### src/rtl/vga_pattern_gen.sv
`default_nettype none
// ============================================================================
// Module      : vga_pattern_gen
// Description : Recovers pixel/line position from incoming active-low syncs and
//               emits an RGB444 test pattern with the syncs delayed to match.
// Revision    : 1.0 - initial release
// ============================================================================
module vga_pattern_gen #(
    parameter int H_VIDEO   = 640,
    parameter int H_OFFSET  = 48,
    parameter int V_VIDEO   = 480,
    parameter int V_OFFSET  = 31,
    parameter int BAR_WIDTH = 80
) (
    input  logic        clk,
    input  logic        rst_n,
    input  logic        i_pix_ce,
    input  logic        i_hsync,
    input  logic        i_vsync,
    input  logic [1:0]  i_mode,
    input  logic [11:0] i_solid_rgb,
    output logic        o_hsync,
    output logic        o_vsync,
    output logic [3:0]  o_red,
    output logic [3:0]  o_green,
    output logic [3:0]  o_blue,
    output logic        o_de,
    output logic        o_locked
);

    localparam int                 c_BPX_W    = $clog2(BAR_WIDTH);
    localparam logic [10:0]        c_H_START  = 11'(H_OFFSET);
    localparam logic [10:0]        c_H_END    = 11'(H_OFFSET + H_VIDEO);
    localparam logic [9:0]         c_V_START  = 10'(V_OFFSET);
    localparam logic [9:0]         c_V_END    = 10'(V_OFFSET + V_VIDEO);
    localparam logic [c_BPX_W-1:0] c_BAR_LAST = c_BPX_W'(BAR_WIDTH - 1);

    logic               r_hs_prev;
    logic               r_vs_prev;
    logic [10:0]        r_hcnt;
    logic [9:0]         r_vcnt;
    logic [7:0]         r_frame;
    logic [1:0]         r_mode;
    logic               r_hs_seen;
    logic               r_vs_seen;
    logic               r_locked;
    logic [c_BPX_W-1:0] r_bar_px;
    logic [2:0]         r_bar;

    logic               w_hs_rise;
    logic               w_vs_rise;
    logic [10:0]        w_hcnt_nxt;
    logic               w_active;
    logic [10:0]        w_x;
    logic [10:0]        w_y;
    logic [10:0]        w_sum_r;
    logic [10:0]        w_sum_b;
    logic [11:0]        w_rgb;
    logic               w_unused_ok;

    assign w_hs_rise  = ~r_hs_prev & i_hsync;
    assign w_vs_rise  = ~r_vs_prev & i_vsync;
    assign w_hcnt_nxt = w_hs_rise ? 11'd0 :
                        (r_hcnt == 11'h7FF) ? r_hcnt : r_hcnt + 11'd1;

    // Stage 1: sync sampling, position counters, frame count and mode capture
    always_ff @(posedge clk or negedge rst_n) begin
        if (!rst_n) begin
            r_hs_prev <= 1'b1;
            r_vs_prev <= 1'b1;
            r_hcnt    <= '0;
            r_vcnt    <= '0;
            r_frame   <= '0;
            r_mode    <= '0;
            r_hs_seen <= 1'b0;
            r_vs_seen <= 1'b0;
            r_locked  <= 1'b0;
            r_bar_px  <= '0;
            r_bar     <= '0;
        end else if (i_pix_ce) begin
            r_hs_prev <= i_hsync;
            r_vs_prev <= i_vsync;
            r_hcnt    <= w_hcnt_nxt;
            if (w_vs_rise)
                r_vcnt <= '0;
            else if (w_hs_rise && (r_vcnt != 10'h3FF))
                r_vcnt <= r_vcnt + 10'd1;
            if (w_vs_rise) begin
                r_frame <= r_frame + 8'd1;
                r_mode  <= i_mode;
            end
            r_hs_seen <= r_hs_seen | w_hs_rise;
            r_vs_seen <= r_vs_seen | w_vs_rise;
            r_locked  <= r_locked | ((r_hs_seen | w_hs_rise) & (r_vs_seen | w_vs_rise));
            // Bar index tracks the x of the hcnt value being loaded
            if (w_hcnt_nxt == c_H_START) begin
                r_bar_px <= '0;
                r_bar    <= '0;
            end else if (r_bar_px == c_BAR_LAST) begin
                r_bar_px <= '0;
                r_bar    <= r_bar + 3'd1;
            end else begin
                r_bar_px <= r_bar_px + 1'b1;
            end
        end
    end

    assign w_active = r_locked &&
                      (r_hcnt >= c_H_START) && (r_hcnt < c_H_END) &&
                      (r_vcnt >= c_V_START) && (r_vcnt < c_V_END);
    assign w_x      = r_hcnt - c_H_START;
    assign w_y      = {1'b0, r_vcnt - c_V_START};
    assign w_sum_r  = w_x + {3'b000, r_frame};
    assign w_sum_b  = w_x + w_y;

    assign w_unused_ok = ^{w_sum_r[10:8], w_sum_r[3:0], w_sum_b[10:9], w_sum_b[4:0]};

    always_comb begin
        w_rgb = 12'h000;
        if (w_active) begin
            case (r_mode)
                2'd0:    w_rgb = {{4{~r_bar[1]}}, {4{~r_bar[2]}}, {4{~r_bar[0]}}};
                2'd1:    w_rgb = (w_x[5] ^ w_y[5]) ? 12'hFFF : 12'h000;
                2'd2:    w_rgb = {w_sum_r[7:4], w_y[7:4], w_sum_b[8:5]};
                default: w_rgb = i_solid_rgb;
            endcase
        end
    end

    // Stage 2: registered pin drivers
    always_ff @(posedge clk or negedge rst_n) begin
        if (!rst_n) begin
            o_hsync <= 1'b1;
            o_vsync <= 1'b1;
            o_red   <= '0;
            o_green <= '0;
            o_blue  <= '0;
            o_de    <= 1'b0;
        end else if (i_pix_ce) begin
            o_hsync <= r_hs_prev;
            o_vsync <= r_vs_prev;
            o_red   <= w_rgb[11:8];
            o_green <= w_rgb[7:4];
            o_blue  <= w_rgb[3:0];
            o_de    <= w_active;
        end
    end

    assign o_locked = r_locked;

endmodule
`default_nettype wire
### config.mk
export PLATFORM = sky130hd
export DESIGN_NAME = vga_pattern_gen
export DESIGN_NICKNAME = d
export VERILOG_FILES = /design/src/rtl/vga_pattern_gen.sv
export SDC_FILE = /design/constraint.sdc
export NUM_CORES = 1
export LEC_CHECK = 0
export BUFFER_PORTS_ARGS = -buffer_cell sky130_fd_sc_hd__buf_2
export CAP_MARGIN = 10
export CORE_MARGIN = 2
export CORE_UTILIZATION = 25
export DETAILED_ROUTE_END_ITERATION = 10
export PLACE_DENSITY = 0.4
export RECOVER_POWER = 25
export REMOVE_ABC_BUFFERS = 1
export SLEW_MARGIN = 10
export SYNTH_ARGS = -nofsm -noshare
export SYNTH_HDL_FRONTEND = slang
export SYNTH_SLANG_ARGS = --single-unit
### constraint.sdc
create_clock -name clk -period 3.01 [get_ports clk]
set_clock_uncertainty 0.2 [all_clocks]
set_input_delay 0.602 -clock clk [delete_from_list [all_inputs] [get_ports clk]]
set_output_delay 0.602 -clock clk [all_outputs]
set_load 0.005 [all_outputs]
After elaboration in Yosys (flattened, before gate mapping)
Cells that the tools add are included.
{"block": "totals", "register_bits": 61, "elab_cells": 70, "output_inout_bits": 16, "inputBits": 19}
{"block": "classes", "bitwise_logic": 12, "n_eq_ne": 6, "add_sub_neg": 9, "reduce_logical": 11, "n_mux": 11, "n_lt_le_gt_ge": 4}
{"operator": "$pmux W12 S3", "count": 1}
{"operator": "$mux W12", "count": 2}
{"operator": "$mux W11", "count": 2}
{"operator": "$mux W10", "count": 2}
{"operator": "$mux W7", "count": 2}
{"operator": "$add A11 B1 Y11 const B", "count": 1}
{"operator": "$eq A11 B11 Y1 const B", "count": 1}
{"operator": "$eq A11 B6 Y1 const B", "count": 1}
{"operator": "$ge A11 B6 Y1 const B", "count": 1}
{"operator": "$lt A11 B10 Y1 const B", "count": 1}
{"operator": "$add A10 B1 Y10 const B", "count": 1}
{"operator": "$ge A10 B5 Y1 const B", "count": 1}
{"operator": "$lt A10 B9 Y1 const B", "count": 1}
{"operator": "$ne A10 B10 Y1 const B", "count": 1}
{"operator": "$add A9 B9 Y9", "count": 1}
{"operator": "$sub A9 B5 Y9 const B", "count": 1}
{"operator": "$sub A9 B6 Y9 const B", "count": 1}
{"operator": "$add A8 B1 Y8 const B", "count": 1}
{"operator": "$add A8 B8 Y8", "count": 1}
{"operator": "$add A7 B1 Y7 const B", "count": 1}
{"operator": "$eq A7 B7 Y1 const B", "count": 1}
{"operator": "$mux W3", "count": 2}
{"operator": "$reduce_and A2 Y1", "count": 3}
{"operator": "$logic_and A1 B1 Y1", "count": 5}
{"operator": "9 further kinds", "count": 18}

Longest topological paths before layout
{"block": "depth", "word_depth": 6, "mapped_depth": 11, "ltp_nobuf": 10}

Least setup slack after synthesis
OpenSTA, ideal clock, no wires.
{"block": "synth_path", "path_kind": "reg2reg", "from": "register r_vcnt[0]", "to": "register o_blue[2]", "n_path_buf": 1, "t_arrival_ps": 2403, "synth_period_minus_slack_ps": 2726, "required_ps": 2687, "stages_incl_launch_ff": 12, "setup_ps": 123, "slack_ps": 284, "path_cell_list": "dfrtp_1 -> ha_1 -> clkbuf_1 -> nand3_1 -> xnor2_1 -> ha_1 -> and3_1 -> a21oi_1 -> nand3b_1 -> a211o_1 -> a31oi_1 -> o2bb2ai_1"}
{"block": "synth_via", "elab_chain_len": 5, "elab_cells_between_ends": 10, "cone_classes": "add/sub (2); order compare (2); mux (3); bitwise (1); reduce/logical (2)"}
{"item": "start: declaration", "line_no": "41", "source": "logic [9:0] r_vcnt;"}
{"item": "start signal: assignment", "line_no": "87", "source": "r_vcnt <= r_vcnt + 10'd1;"}
{"item": "branches (longest 4 deep; another with $sub A9 B5 Y9)"}
{"item": "$mux W12 *", "line_no": "120", "source": "if (w_active) begin"}
{"item": "end signal: assignment", "line_no": "144", "source": "o_blue <= w_rgb[3:0];"}
{"item": "end: declaration", "line_no": "26", "source": "output logic [3:0] o_blue,"}
Every way passes the cells marked *.
A chain may end at the register's enable or synchronous reset.

Worst setup path in the final report
{"block": "layout_path", "from": "register r_vcnt[4]", "to": "register o_blue[2]"}
Same word-level chain as after synthesis.

==> out/metrics.cfg <==
[run_status]
status=finished with violations
violations=capacitance limit, slew limit

[setup_path]
slowest_delay_ps=400
path_class=reg -> reg
path_buf_inv=0
worstSetupEndpointType=register
crit_chain=and3_1 > and3_1 > xnor2_2 > ha_2 > and3_1 > a21oi_2 > nand3b_1 > a211o_1 > a31oi_1 > o2bb2ai_1
cpLargestDelayFamily=simple AND/OR/NAND/NOR gates
crit_top_cell=and3_1
r2r_cells=10
reg2reg_slack_ps=170
arrival_ps=2860
r2r-end=o_blue[2]$_DFFE_PN0P_
cp_slowest_cell=dfrtp_1
r2r-start=r_vcnt[4]$_DFFE_PN0P_
cp-start-kind=register
cp.required_ps=3030
cp_max_fo=6

[timing]
grt_setup_unrepaired=false
worst_pin_slew_ps=2070
final.period_utilization_pct=94.3
drv_slew=36
finalHoldViolCount=0
period_minus_slack_ps=2840
fmax_mhz=352
finalSetupTns_ps=0
setup_viol=0
worst_slack_ps=172
timing.slew.headroom_pct=-37.7

[route]
wire_per_inst_um=16.3
drc=0
drt-initial-drc-count=228
num_vias=3215
routed_wl_mm=10.4
post_drt_via_cell_ratio=5.02
drt_first_pass_iters=4
ant_nets=0

[floorplanning]
dieArea_sq_um=16400
io-pin-count=35
dieWidth_um=128
core_area_sq_um=15100
rows=45
start_util_pct=25.4
die_y_um=128

[power_and_ir_drop]
power.leakage_nw=2.02
fin_total_pwr_mw=2.81
power.density_nw_per_um2=611
peakVddDrop_mv=0.284

[place]
place_congestion=0.819
hpwl_mm=7.59
io_buffers=34
place_area_sq_um=4290
post-place-ws_ps=104

[clock_network]
cts.sinks=61
cts_root_buf=clkbuf_16
cts_setup_buffers=0
insertion_delay_ps=340
clk_path_buf_depth=2
cts_buffers=9
cts_tree=done
path_clk_slew_ps=60
htree_levels=3

[global_routing]
grt_pass1_wl_mm=17.1
grt_pass1_vias=3247
grt_max_degree=36
antenna_found_initial=0
gr-usage-all-layers_pct=13.6
grt_overflow=0

[job]
cap_violations=1

[logic_synthesis]
synthArstFlopShare_pct=100
yosysMostFrequentCell=dfrtp_1
netlist_top_cells_count=dfrtp_1 (57), o21ai_0 (27), nand2_1 (26)
synthFlopType=dfrtp_1
netlist_instances=405
synth_edf_count=0
yosys_register_bits=61
ys_top_cells_by_area=dfrtp_1 (37%), ha_1 (6.8%), xnor2_1 (4.3%)
yosys.area.top_type=dfrtp_1
avgSynthCellArea_sq_um=9.51
synthesis.area_sq_um=3850
yosysTopAreaCellShare_pct=37.0
yosys_warnings=0
synth_cell_types=63
yosysSeqAreaShare_pct=39.8

[finish]
seqCellArea_sq_um=1530
multi_input_area_sq_um=2200
drive_gt1_share_pct=20.1
final_area_sq_um=4600
antennaDiodeCount=0
fillers=1567
fin_nets=487
areaGrowthSynthToFinish_pct=19.5

[hold_path]
worstHoldPathType=in -> async

==> registers in the layout (all words and copies together), names as in the netlist, 2 cells and up <==
| signal | count |
|---|---|
| o_green | 4 |
| o_red | 4 |
| r_bar | 3 |
| r_hcnt | 11 |
| r_frame | 8 |
| r_bar_px | 7 |
| o_blue | 4 |
| r_mode | 2 |
| r_vcnt | 10 |
==> what timing repair did <==
item,CTS,global route
resized for setup,0,4
hold endpoints to repair,0,0
hold buffers,0,0
setup endpoints to repair,0,1
==> layout make-up <==
type | instances | area share [%]
clock inverter | 2 | 0.761
sequential | 61 | 33.3
timing repair buffer | 50 | 6.12
inverter | 14 | 1.14
clock buffer | 14 | 5.74
tap | 188 | 5.11
multi-input combinational | 311 | 47.9
==> report_power, final <==
| part | switching (mW) | internal [mW] |
|---|---|---|
| combinational | 0.363 | 0.291 |
| clock | 0.373 | 0.685 |
| sequential | 0.172 | 0.927 |
| total | 0.908 | 1.90 |
==> worst max path at each step <==
stage,from,end,slack [ps],cells after the start
floorplan,r_vcnt[4]$_DFFE_PN0P_,o_blue[2]$_DFFE_PN0P_,350,10
detailed placement,r_vcnt[3]$_DFFE_PN0P_,o_blue[2]$_DFFE_PN0P_,100,10
CTS,r_vcnt[0]$_DFFE_PN0P_,o_blue[2]$_DFFE_PN0P_,90,10
global placement,r_vcnt[3]$_DFFE_PN0P_,o_blue[2]$_DFFE_PN0P_,210,10
finish,r_vcnt[4]$_DFFE_PN0P_,o_blue[2]$_DFFE_PN0P_,170,10
global route,r_vcnt[4]$_DFFE_PN0P_,o_blue[2]$_DFFE_PN0P_,20,10
==> stage by stage <==
stage               std cells  utilization [%]  hold WS (ps)
floorplan                 386                -           106
global placement          624             28.3           248
detailed placement        624             28.3           255
CTS                       640             30.3          8.75
global route              640             30.4          72.6
finish                    640             30.4          48.1
==> metal layers <==
metal / vias to the layer above / GRT usage [%] / wire length [um] / share of wire, %
met5: - / 0 / 0 / 0
met4: 0 / 7.24 / 299 / 2.9
met2: 60 / 21.5 / 4760 / 46
li1: 1593 / - / - / -
met1: 1545 / 17.5 / 4960 / 48
met3: 17 / 2.67 / 387 / 3.7
==> worst register-to-register path, cell delays in order, from the launching register on <==
cell and delay, ps:
dfrtp_1 400, and3_1 270, and3_1 270, xnor2_2 140
ha_2 330, and3_1 190, a21oi_2 150, nand3b_1 160
a211o_1 330, a31oi_1 200, o2bb2ai_1 90
==> cells in the final DEF (no fill, tap or decap), types with 4 or more instances in the layout <==
cell type and instances:
mux2_2 9, xnor2_1 17, ha_1 20, inv_1 14
o21ai_0 27, and3_1 9, xor2_1 11, nor3_1 8
nand3_1 25, buf_4 14, a211oi_1 5, a22o_1 4
o2bb2ai_1 14, a31oi_1 6, nand2b_1 4, a21oi_1 24
o31ai_1 6, nor2_1 23, nand2_1 26, or3_1 4
nand4_1 9, dfstp_2 4, dfrtp_1 57, clkbuf_1 6
nor2b_1 5, clkbuf_16 9, buf_2 33
==> logic make-up (layout without fill, tap and decap cells) <==
kind of cell               count (synthesis)  in the layout  synth area share [%]
and+or+nand+nor                          130            130                  18.3
AOI/OAI and AO/OA                        119            119                  21.6
DFF                                       61             61                  39.8
buffers and inverters                     33             80                  3.60
xor gates and xnor gates                  30             30                  6.82
adders and majority gates                 21             21                  6.82
muxes                                     11             11                  3.15
Note: power is estimated with default switching activity, not from simulation.
